===== config.mk =====
export PLATFORM = sky130hd
export DESIGN_NAME = fbcpu_mem_loader
export DESIGN_NICKNAME = d
export VERILOG_FILES = /design/src/rtl/fbcpu_mem_loader.sv
export SDC_FILE = /design/constraint.sdc
export NUM_CORES = 1
export LEC_CHECK = 0
export ABC_AREA = 0
export CAP_MARGIN = 5
export CORE_MARGIN = 5
export CORE_UTILIZATION = 50
export DETAILED_ROUTE_END_ITERATION = 12
export GPL_TIMING_DRIVEN = 1
export PLACE_DENSITY = 0.7
export SYNTH_ARGS = -nofsm -noshare
export SYNTH_HDL_FRONTEND = slang
export SYNTH_SLANG_ARGS = --single-unit

===== constraint.sdc =====
create_clock -name clk -period 3.14 [get_ports clk]
set_clock_uncertainty 0.2 [all_clocks]
set_input_delay 0.628 -clock clk [delete_from_list [all_inputs] [get_ports clk]]
set_output_delay 0.628 -clock clk [all_outputs]
set_load 0.01 [all_outputs]

===== src/rtl/fbcpu_mem_loader.sv =====
// Program memory with a stream loader that holds the CPU in reset while a program is loaded.
// Optional macro FBCPU_MEM_WP_EN write-protects the loaded region against CPU stores.
module fbcpu_mem_loader #(
    parameter int ADDRESS_WIDTH = 6,
    parameter int DATA_WIDTH    = 10
) (
    input  logic                     clk,
    input  logic                     rst,
    input  logic                     ld_valid,
    output logic                     ld_ready,
    input  logic [DATA_WIDTH-1:0]    ld_data,
    input  logic                     ld_last,
    input  logic                     ld_start,
    output logic                     cpu_rst,
    input  logic [ADDRESS_WIDTH-1:0] MAR,
    input  logic                     RAMWr,
    input  logic [DATA_WIDTH-1:0]    MDRIn,
    output logic [DATA_WIDTH-1:0]    MDROut,
    output logic [ADDRESS_WIDTH:0]   load_len,
    output logic                     wp_hit
);

    localparam int DEPTH = 1 << ADDRESS_WIDTH;

    typedef enum logic [1:0] {
        LOAD,
        RELEASE,
        RUN
    } state_t;

    state_t                  state;
    state_t                  state_next;
    logic [ADDRESS_WIDTH-1:0] wptr;
    logic                    ld_accept;
    logic                    cpu_write;
    logic                    wp_block;
    logic                    enter_load;
    logic [DATA_WIDTH-1:0]   mem [DEPTH];

`ifdef FBCPU_MEM_WP_EN
    assign wp_block = ({1'b0, MAR} < load_len);
`else
    assign wp_block = 1'b0;
`endif

    always_comb begin
        state_next = state;
        ld_ready   = 1'b0;
        cpu_rst    = 1'b1;
        ld_accept  = 1'b0;
        enter_load = 1'b0;
        cpu_write  = 1'b0;
        case (state)
            LOAD: begin
                ld_ready  = 1'b1;
                ld_accept = ld_valid;
                // The last slot ends the load even without ld_last, so wptr never wraps
                if (ld_valid && (ld_last || (wptr == '1))) begin
                    state_next = RELEASE;
                end
            end
            RELEASE: begin
                state_next = RUN;
            end
            RUN: begin
                cpu_rst   = 1'b0;
                cpu_write = RAMWr && !wp_block;
                if (ld_start) begin
                    state_next = LOAD;
                    enter_load = 1'b1;
                end
            end
            default: begin
                state_next = LOAD;
            end
        endcase
    end

    always_ff @(posedge clk) begin
        if (rst) begin
            state <= LOAD;
        end else begin
            state <= state_next;
        end
    end

    always_ff @(posedge clk) begin
        if (rst || enter_load) begin
            wptr     <= '0;
            load_len <= '0;
        end else if (ld_accept) begin
            load_len <= load_len + (ADDRESS_WIDTH + 1)'(1);
            if (wptr != '1) begin
                wptr <= wptr + ADDRESS_WIDTH'(1);
            end
        end
    end

    // Memory is deliberately not reset so a program survives rst
    always_ff @(posedge clk) begin
        if (!rst) begin
            if (ld_accept) begin
                mem[wptr] <= ld_data;
            end else if (cpu_write) begin
                mem[MAR] <= MDRIn;
            end
        end
    end

    // Read data is forced to zero whenever the next cycle is not a RUN cycle
    always_ff @(posedge clk) begin
        if (rst || (state != RUN) || (state_next != RUN)) begin
            MDROut <= '0;
        end else begin
            MDROut <= mem[MAR];
        end
    end

`ifdef FBCPU_MEM_WP_EN
    always_ff @(posedge clk) begin
        if (rst || enter_load) begin
            wp_hit <= 1'b0;
        end else if ((state == RUN) && RAMWr && wp_block) begin
            wp_hit <= 1'b1;
        end
    end
`else
    assign wp_hit = 1'b0;
`endif

endmodule


Word-level counts from Yosys, hierarchy flattened
Memories as Yosys holds them, arrays and structs flattened. A register that Yosys moved wholly into a read port is not among the register bits.
Cells that the tools add are included.
W data, S select, Z words.
Cells by class
  add/sub/neg operators: 2
  equal/unequal tests: 6
  multiplexer cells: 19
  reduce and logical (&&, ||, !) cells: 8
Operator list (count)
  $mux W1: 14
  $mux W10: 1
  $reduce_or A10 Y1: 1
  $add A7 B1 Y7 const B: 1
  $add A6 B1 Y6 const B: 1
  $eq A6 B6 Y1 const B: 1
  $mux W6: 1
  $ne A6 B6 Y1 const B: 1
  $pmux W2 S3: 1
  $logic_or A1 B1 Y1: 4
  $mux W2: 2
  $ne A2 B2 Y1 const B: 2
  $eq A2 B1 Y1 const B: 1
  $eq A2 B2 Y1 const B: 1
  $logic_not A2 Y1: 1
  $reduce_and A2 Y1: 1
  $logic_and A1 B1 Y1: 1
Storage, ports and cells
  register bits after elaboration: 15
  memory bits (writable): 640
  input port bits: 32
  output and inout port bits: 20
  logic and storage cells: 39
  memories: 1
Memory list
  mem: words 64, bits a word 10, rd ports 1, clocked after Yosys merged registers in 1, wr ports 1, line 38  | logic [DATA_WIDTH-1:0] mem [DEPTH];

Logic depth before layout (Yosys ltp)
Gate-level depths: netlist (run 1).
  word-level depth: 8
  gate-level depth with buffers: 9
  gate-level depth less buffers: 6

Least setup slack after synthesis (run 1)
OpenSTA, ideal clock, no wires.
  kind: input port to flip-flop
  from: in MAR[0]
  to: mem mem[16][0], enable pin
  setup time: 0.376 ns
  data arrival time: 2.275 ns
  slack: 0.289 ns
  stages: 8
  path through: buf_6 buf_12 buf_6 buf_6 mux2_2 nor2_1 nand2_1 nor2_1
On the way
  cells in the longest elaborated chain, start to end: 1
Ends and longest elaborated chain
  start: declaration: line 15  | input logic [ADDRESS_WIDTH-1:0] MAR,
  $mux W6 (no line)
  end: declaration: line 38
No other way between the ends.

Worst setup path after layout (run 1)
  from: in rst
  to: mem mem[49][1], enable pin
On the way
  cells in the longest elaborated chain, start to end: 4
  elaborated cells between the ends (all ways): 7
  those cells by class: 6 x mux; 1 x reduce/logical
Ends and longest elaborated chain
  start: declaration: line 8  | input logic rst,
  $mux W1: line 101  | if (!rst) begin
  $mux W1 (not written as such): line 105  | mem[MAR] <= MDRIn;
  $reduce_or A10 Y1 (no line)
  $mux W6 (no line) or $mux W1 (tied branches)
Parallel ways exist; a longest one is shown, timed or not.

==> qor.txt, run 1 <==
Status - finished clean
Largest net degree at the start of global routing - 65
Io pins - 52
Setup Viol. Count Final - 0
Share of layout cells above drive strength 1 - 28.7%
FFs w/ async S/R, synth - 0%
Cell accounting for the most synthesized area - edfxtp_1
Mapped Area - 0.0260 sq mm
Post-synth EDFFs - 640
Setup TNS Final - 0 ns
Clk pwr share - 40.2%
GR Overflow Total - 0
Commonest non-fill, non-tap cell in the layout - edfxtp_1
Via-to-Cell Ratio - 5.93
H-tree depth - 2
Ys Warns - 0
Port bufs - 50
Hold Crit Class - reg2reg
Max_slew headroom - 32.8%
Row cnt - 83
CTS tree - yes
Layout net count - 1529
Metal-1 WL - 23500 microns
Hold_buf cts - 0
Starting Density - 50.5%
Syn_area_per_cell - 20.2 sq um
Final WL - 59000 microns
Crit end category - flip-flop
Reg-to-reg critical path endpoint - mem[49][1]$_DFFE_PP_
Die area - 0.0566 sq mm
Setup CP Type - in2reg
End point of the critical path - mem[49][1]$_DFFE_PP_
Post-synthesis sequential area ratio - 75.9%
CTS resizes - 0
GPL Wtd Cong - 0.933
Violation count after the first detailed-routing iteration - 1387
Detailed placement HPWL - 37600 microns
Crit path max fanout - 9
Synth top area share - 74.0%
Net switching power figure - 3.67 mW
Root Driver - clkbuf_16
Hold Slack - 0.323 ns
Pre-Repair DR Iteration Count - 5
Share of power burned in combinational logic - 5.3%
Min cycle time layout - 2.76 ns
Worst reg2reg path depth - 8
Most frequent cells in the layout - edfxtp_1 (640), mux4_2 (160), buf_4 (147)
Worst EP arrival - 2.88 ns
Power per cell area - 591 mW/mm^2
First-pass GRT wire length - 88700 microns
Reg clk slew, reported paths - 0.06 ns
Uppermost routed layer - met4
Crit path launch type - primary input
Ys flop type - edfxtp_1
Worst-Margin Slew - 1.01 ns
Sequential power share - 54.5%
All-Layer GR Usage - 21.1%
Max cap viols - 0
Crit path required time - 3.26 ns
Sinks on Clock Net - 665
Worst reg2reg startpoint - state[0]$_SDFF_PP0_
Sw frac - 20.5%
Fmax - 362 MHz
Slew Viols, Final - 0
DRC violations left - 0
P_leak - 9.80 nW
RSZ-0062 raised after global routing - no
Die X-Extent - 238 microns
Peak VDD IR - 0.000400 V
Final Hold Viols - 0
Initial antenna violation count - 1
Post-Syn Instances - 1283
Setup Buffers After CTS - 0
Vias - 13.2k
R2R Setup Slk - 0.42 ns
CP startpoint - rst
Clock Latency Late Sink - 0.62 ns
Vias in the first global route - 13.5k
Syn-to-layout area delta - 16.8%
Final period utilization - 88.1%
Max clock buf depth - 3
Hold Path Stages - 2
Drt wl/cell - 26.5 microns
Core Area - 0.0514 sq mm
Post-synth cell types - 53
Die Ht - 238 microns
Routed Antenna Nets - 0
WL met2 - 28100 microns
Largest cells by area after synthesis - edfxtp_1 (74%), mux4_2 (14%), dfxtp_1 (1.9%), nor2_1 (1.6%), nand2_1 (0.94%)
Met3 WL post-DR - 5600 microns
Yosys reg bits - 665
Post-synthesis net count - 1317
P_int - 14.3 mW
TritonCTS buffer count - 61
==> stage by stage <==
step           area, sq um  setup WS, ns  utilization [%]  total power [mW]  std cells
3_5_place_dp         28400        -0.194             55.2              10.9       2112
5_1_grt              30300         0.360             59.0              18.5       2224
6_report             30300         0.375             59.0              17.9       2225
4_1_cts              30300         0.424             59.0              18.1       2224
2_1_floorplan        26000         0.289                -              10.5       1283
3_3_place_gp         28400        -0.178             55.2              10.9       2112
==> power groups by stage <==
| stage | Combinational [mW] | Clock (mW) | Sequential, mW |
|---|---|---|---|
| after floorplan | 0.548 | 0 | 9.96 |
| final | 0.946 | 7.21 | 9.77 |
| after detailed placement | 0.948 | 0 | 9.96 |
| after global routing | 1.01 | 7.76 | 9.76 |
| after CTS | 0.950 | 7.33 | 9.77 |
| after global placement | 0.933 | 0 | 9.96 |
==> worst min path at each step <==
stage / from / endpoint / slack [ns]
after floorplan: load_len[1]$_SDFFE_PP0P_ / load_len[1]$_SDFFE_PP0P_ / 0.31
after global placement: load_len[1]$_SDFFE_PP0P_ / load_len[1]$_SDFFE_PP0P_ / 0.29
after detailed placement: load_len[1]$_SDFFE_PP0P_ / load_len[1]$_SDFFE_PP0P_ / 0.31
after CTS: load_len[1]$_SDFFE_PP0P_ / load_len[1]$_SDFFE_PP0P_ / 0.32
after global routing: load_len[1]$_SDFFE_PP0P_ / load_len[1]$_SDFFE_PP0P_ / 0.35
final: load_len[1]$_SDFFE_PP0P_ / load_len[1]$_SDFFE_PP0P_ / 0.32
==> cell usage after synthesis (all sizes together) (4+ instances only) <==
cell	n
clkbuf	17
o41ai	6
xor2	7
mux2	14
nand2b	8
o22ai	23
nor3	10
a311oi	7
mux2i	25
a21oi	10
nor2	111
dfxtp	25
and3	8
xnor2	4
nand3	25
buf	51
o21ai	21
mux4	160
nand2	67
edfxtp	640
==> area by class of cell <==
class                   count  area [sq um]
clock inverters            36           345
diodes                      1          2.50
flip-flops and latches    665         19700
multi-input cells         546          5800
clock buffers              76          1600
inverters                   4          15.0
well taps                 680           851
fillers                  3643         21100
repair buffers            217          2000
==> sequential cells by signal, summed over array words and instances (netlist names) <==
register / cells
MDROut: 10
load_len: 7
mem: 640
state: 2
wptr: 6
==> worst max-delay path, stage by stage <==
cell	delay, ns
clkdlybuf4s50_1	0.50
and4bb_1	0.25
buf_12	0.15
mux2i_2	0.18
nor4b_2	0.34
buf_4	0.16
nand2_1	0.15
nor2_1	0.27
buf_4	0.24
==> per-layer routing <==
| metal | global-route usage, % | vias up |
|---|---|---|
| li1 | - | 5672 |
| met1 | 30.5 | 6810 |
| met3 | 5.04 | 107 |
| met2 | 32.8 | 599 |
| met5 | 0 | - |
| met4 | 5.84 | 0 |
==> logic make-up (layout without fill, tap and decap cells) <==
family          after synthesis  count (layout)  synth area share, %
flops                       665             665                 75.9
xor+xnor                     11              11                0.371
simple gates                248             248                 4.21
buf+inv                      72             333                 1.73
other cells                   1               2               0.0144
fa+ha+maj                     2               2               0.0963
mux                         199             199                 15.5
compound gates               85              85                 2.18
(Power assumes the default switching activity.)
==> inputs of run 2 (changes only) <==
--- a/config.mk
+++ b/config.mk
@@ -10,7 +10,7 @@
 export CORE_MARGIN = 5
 export CORE_UTILIZATION = 50
 export DETAILED_ROUTE_END_ITERATION = 12
-export GPL_TIMING_DRIVEN = 1
+export GPL_TIMING_DRIVEN = 0
 export PLACE_DENSITY = 0.7
 export SYNTH_ARGS = -nofsm -noshare
 export SYNTH_HDL_FRONTEND = slang
==> constraint.sdc (replaced) <==
create_clock -name clk -period 3.14 [get_ports clk]
set_clock_uncertainty 0.2 [all_clocks]
set_input_delay 0.314 -clock clk [delete_from_list [all_inputs] [get_ports clk]]
set_output_delay 0.314 -clock clk [all_outputs]
set_load 0.01 [all_outputs]
==> run 2 against run 1 <==
  * The run now ends with negative setup slack left
  * Final cell count is 4.3% lower
  * Core utilization is 1.0 points lower
  * Count of clock-buffer cells in the layout is 18 higher
  * Via count is 0.18% higher
  * Worst setup slack worse by 0.49 ns
  * Non-clock buffer count is 99 lower
  * First-iteration DRC count is 11% higher
  * Design area is 1.8% lower
  * Critical path depth is 1 lower
  * Clock power is 9.2% higher
  * Register-to-register slack worse by 0.54 ns
==> qor.txt, run 2 (synthesized netlist as in run 1, its figures left out) <==
Commonest non-fill, non-tap cell in the layout - edfxtp_1
GPL Wtd Cong - 0.880
CP Buf/Inv Count - 3
All-Layer GR Usage - 21.9%
Setup Viol. Count Final - 284
DRC violations left - 0
Final WL - 61500 microns
R2R Setup Slk - -0.12 ns
Vias in the first global route - 13.4k
Crit path required time - 3.15 ns
Sink of the worst hold path - state[1]$_SDFF_PP0_
Grt met1 use - 30.1%
Critical path, cell by cell - buf_2 > and4bb_1 > buf_4 > buf_2 > nand3_1 > o21ai_0 > nand2_1 > nor2_2
Worst EP arrival - 3.27 ns
Slowest CP cell - nor2_2
Hold Path Stages - 2
CP most frequent cell - buf_2
Status - complete, but fails checks
Violation count after the first detailed-routing iteration - 1545
Setup TNS Final - -15.94 ns
Syn-to-layout area delta - 14.7%
Crit end category - flip-flop
Final std cells w/o fill - 2129
Slew Viols, Final - 0
Worst reg2reg path depth - 8
Max cap viols - 0
Share of layout cells above drive strength 1 - 27.1%
Power per cell area - 622 mW/mm^2
Max_slew headroom - 16.8%
Die area - 0.0566 sq mm
Setup CP Type - reg2reg
Starting Density - 50.5%
Reg-to-reg critical path endpoint - mem[29][9]$_DFFE_PP_
Crit path launch type - flip-flop
Biggest regs - mem (640), MDROut (10), load_len (7)
Worst hold start - rst
Layer with the highest usage - met2
CTS tree - yes
Layout net count - 1436
Drt wl/cell - 28.9 microns
Core Area - 0.0514 sq mm
Reg clk slew, reported paths - 0.06 ns
Vias - 13.2k
Top delay family on crit path - simple AND/OR/NAND/NOR gates
Most flops, register - mem
Filler cell count in the final layout - 3714
Final Hold Viols - 0
Port bufs - 47
ANT cells - 0
Die Ht - 238 microns
Hold Crit Class - in2reg
Row cnt - 83
Most frequent cells in the layout - edfxtp_1 (640), mux4_2 (160), clkbuf_16 (73)
Worst setup margin - -0.116 ns
Min cycle time layout - 3.26 ns
Routed Antenna Nets - 0
Root Driver - clkbuf_16
Number of flip-flops under the largest register name - 640
Largest net degree at the start of global routing - 65
Failing checks - negative setup slack
M2 GR Usage - 35.4%
Clock Latency Late Sink - 0.59 ns
TritonCTS buffer count - 67
Worst-Margin Slew - 1.25 ns
H-tree depth - 3
Io pins - 52
Die X-Extent - 238 microns
Worst reg2reg startpoint - state[0]$_SDFF_PP0_
Final period utilization - 104%
Dpl ws - -0.910 ns
Fmax - 307 MHz
Max clock buf depth - 3
First-pass GRT wire length - 90700 microns
Slowest stage delay, CP - 0.74 ns
RSZ-0062 raised after global routing - yes
Setup Buffers After CTS - 0
Via-to-Cell Ratio - 6.21
Pre-Repair DR Iteration Count - 5
Detailed placement HPWL - 39200 microns
GR Overflow Total - 0
Crit path max fanout - 10
Global Route met3 Usage - 5.17%
Sinks on Clock Net - 665
P_leak - 9.25 nW
Initial antenna violation count - 0
Peak VDD IR - 0.000567 V
Placed insts - 2010
==> run 2: where the power goes <==
group | switching, mW | internal [mW]
combinational | 0.561 | 0.340
sequential | 0.0119 | 9.76
clock | 3.23 | 4.65
==> run 2: metal layers <==
| layer | wire (microns) | vias up |
|---|---|---|
| li1 | - | 5487 |
| met2 | 30400 | 676 |
| met5 | 0 | - |
| met3 | 5730 | 137 |
| met4 | 1950 | 0 |
| met1 | 23400 | 6912 |
==> run 2: worst reg2reg max path, delay by kind of cell, from the launching register on <==
| kind | cells | cell delay, ns |
|---|---|---|
| flip-flops | 1 | 0.29 |
| AND/OR/NAND/NOR | 4 | 1.58 |
| buffers and inverters | 3 | 0.63 |
| AO/OA/AOI/OAI | 1 | 0.17 |
==> run 2: final cells by class <==
cell class	count	area, sq um	share of cell area [%]
clock buffers	94	1990	6.66
well taps	680	851	2.85
multi-input cells	546	6080	20.4
flip-flops and latches	665	19700	66.2
repair buffers	50	531	1.78
inverters	4	15.0	0.0504
clock inverters	22	181	0.609
plain buffers	68	437	1.47
==> run 2: stage by stage <==
stage / util, % / area [sq um] / total power, mW / hold WS (ns)
finish: 58.0 / 29800 / 18.5 / 0.194
global route: 58.0 / 29800 / 19.1 / 0.195
CTS: 57.6 / 29600 / 18.6 / 0.163
detailed placement: 53.1 / 27300 / 10.8 / 0.300
global placement: 53.1 / 27300 / 10.8 / 0.291
floorplan: - / 26000 / 10.5 / 0.186
==> run 2: repair_timing <==
item,4_1_cts,5_1_grt
hold buffers,0,0
setup endpoints to repair,590,532
resized for setup,54,36
cloned,0,0
==> run 2: how the worst max path moves through the flow <==
stage	start	endpoint	slack (ns)	depth (start not counted)
floorplan	state[0]$_SDFF_PP0_	mem[48][0]$_DFFE_PP_	0.55	7
global placement	MAR[2]	mem[60][1]$_DFFE_PP_	-0.88	7
detailed placement	MAR[2]	mem[60][1]$_DFFE_PP_	-0.91	7
CTS	MAR[2]	mem[37][5]$_DFFE_PP_	-0.26	7
global route	state[0]$_SDFF_PP0_	mem[21][3]$_DFFE_PP_	-0.24	8
finish	state[0]$_SDFF_PP0_	mem[29][9]$_DFFE_PP_	-0.12	8
==> inputs of run 3 (changes only) <==
--- a/config.mk
+++ b/config.mk
@@ -12,6 +12,8 @@
 export DETAILED_ROUTE_END_ITERATION = 12
 export GPL_TIMING_DRIVEN = 0
 export PLACE_DENSITY = 0.7
+export REMOVE_ABC_BUFFERS = 1
+export SKIP_LAST_GASP = 1
 export SYNTH_ARGS = -nofsm -noshare
 export SYNTH_HDL_FRONTEND = slang
 export SYNTH_SLANG_ARGS = --single-unit
==> run 3 against run 2 <==
  * The run now ends clean
  * Worst setup slack gained 0.15 ns
  * Combinational power shrank 2%
  * Total power shrank 1.4%
  * Core utilization grew 1.6 points
  * Global-route usage shrank 1.5 points
  * Register-to-register slack gained 0.15 ns
  * Via count shrank 1.1%
  * Die area is the same
  * Critical path type unchanged
  * Sequential cell count is the same
  * Critical path depth shrank 3
  * Sequential share of layout area shrank 1.7 points
  * Sequential power is essentially flat
==> qor.txt, run 3 (synthesized netlist as in run 1, its figures left out) <==
Via-to-Cell Ratio - 6.14
Met3 WL post-DR - 4380 microns
Core Area - 0.0514 sq mm
Worst EP arrival - 3.15 ns
Peak VDD IR - 0.000372 V
Status - finished clean
Hold_buf cts - 0
Power per cell area - 597 mW/mm^2
Biggest regs - mem (640), MDROut (10), load_len (7)
First-pass GRT wire length - 85300 microns
ANT cells - 0
P_leak - 9.49 nW
Uppermost routed layer - met5
Most frequent cells in the layout - edfxtp_1 (640), mux4_2 (160), clkbuf_16 (69)
Detailed placement HPWL - 32400 microns
Largest net degree at the start of global routing - 88
GPL Wtd Cong - 0.802
Pre-Repair DR Iteration Count - 5
Crit path max fanout - 14
Clock Latency Late Sink - 0.60 ns
Setup CP Type - reg2reg
All-Layer GR Usage - 20.4%
Setup TNS Final - 0 ns
Number of flip-flops under the largest register name - 640
GR Overflow Total - 0
Fmax - 322 MHz
Final Hold Viols - 0
Die Ht - 238 microns
Slew Viols, Final - 0
Hold Crit Class - in2reg
Metal-1 WL - 23000 microns
Final WL - 58300 microns
DRC violations left - 0
Starting Density - 50.5%
Crit path required time - 3.19 ns
Row cnt - 83
Hold Slack - 0.181 ns
Layout net count - 1430
RSZ-0062 raised after global routing - yes
Commonest non-fill, non-tap cell in the layout - edfxtp_1
Worst-Margin Slew - 1.25 ns
Reg clk slew, reported paths - 0.06 ns
Initial antenna violation count - 1
H-tree depth - 3
Vias in the first global route - 13.2k
Die X-Extent - 238 microns
Syn-to-layout area delta - 17.8%
Share of layout cells above drive strength 1 - 29.2%
TritonCTS buffer count - 66
Die area - 0.0566 sq mm
Vias - 13.1k
Io pins - 52
Routed Antenna Nets - 0
Final period utilization - 99.0%
Crit path launch type - flip-flop
WL met2 - 28700 microns
Most flops, register - mem
Root Driver - clkbuf_16
Violation count after the first detailed-routing iteration - 1361
CTS tree - yes
Max_slew headroom - 16.9%
Max clock buf depth - 3
Min cycle time layout - 3.11 ns
Port bufs - 50
Sinks on Clock Net - 665
Crit end category - flip-flop
Max cap viols - 0
Drt wl/cell - 27.4 microns
Setup Viol. Count Final - 0
-- run 3: critical path, cell delays in order, from the launching register on --
cell,delay (ns)
dfxtp_1,0.51
and4bb_4,0.47
mux2i_1,0.16
nor2_1,0.43
nand2_2,0.49
nor2_4,0.48
-- run 3: where the power goes --
group / switching (mW) / internal [mW]
clock: 3.25 / 4.37
sequential: 0.0154 / 9.76
combinational: 0.544 / 0.342
-- run 3: layer usage --
metal  vias to the layer above  global-route usage [%]
li1                       5494                       -
met1                      6828                    28.3
met2                       616                    32.5
met3                       123                    3.68
met4                         2                    8.26
met5                         -                       0
-- run 3: final timing paths --
kind	from	end	slack, ns	cells after the start
hold reg to reg	load_len[6]$_SDFFE_PP0P_	load_len[6]$_SDFFE_PP0P_	0.32	2
hold / removal	ld_last	state[0]$_SDFF_PP0_	0.18	3
setup / recovery	state[1]$_SDFF_PP0_	mem[23][8]$_DFFE_PP_	0.03	5
setup reg to reg	state[1]$_SDFF_PP0_	mem[23][8]$_DFFE_PP_	0.03	5
-- run 3: repair_timing --
| item | CTS | global route |
|---|---|---|
| pin swaps | 17 | 20 |
| gates cloned | 0 | 2 |
| endpoints found under the setup margin | 1280 | 645 |
| gates resized for setup | 137 | 11 |
| buffers inserted | 31 | 19 |
-- run 3: per-stage QoR --
stage | cell area (sq um) | worst slack (ns) | utilization (%) | power [mW] | std cells
2_1_floorplan | 25500 | 0.0833 | - | 10.4 | 1215
4_1_cts | 30000 | -0.106 | 58.4 | 18.3 | 2103
6_report | 30600 | 0.0328 | 59.5 | 18.3 | 2129
3_3_place_gp | 26900 | -9.69 | 52.3 | 11.0 | 1945
3_5_place_dp | 27000 | -1.41 | 52.6 | 10.8 | 1951
5_1_grt | 30600 | -0.0729 | 59.5 | 18.8 | 2129
-- run 3: layout make-up --
type | count | area [sq um]
Clock buffer | 91 | 1840
Clock inverter | 30 | 256
Fill cell | 3555 | 20800
Inverter | 4 | 15.0
Multi-Input combinational cell | 547 | 6370
Sequential cell | 665 | 19700
Tap cell | 680 | 851
Timing Repair Buffer | 112 | 1550
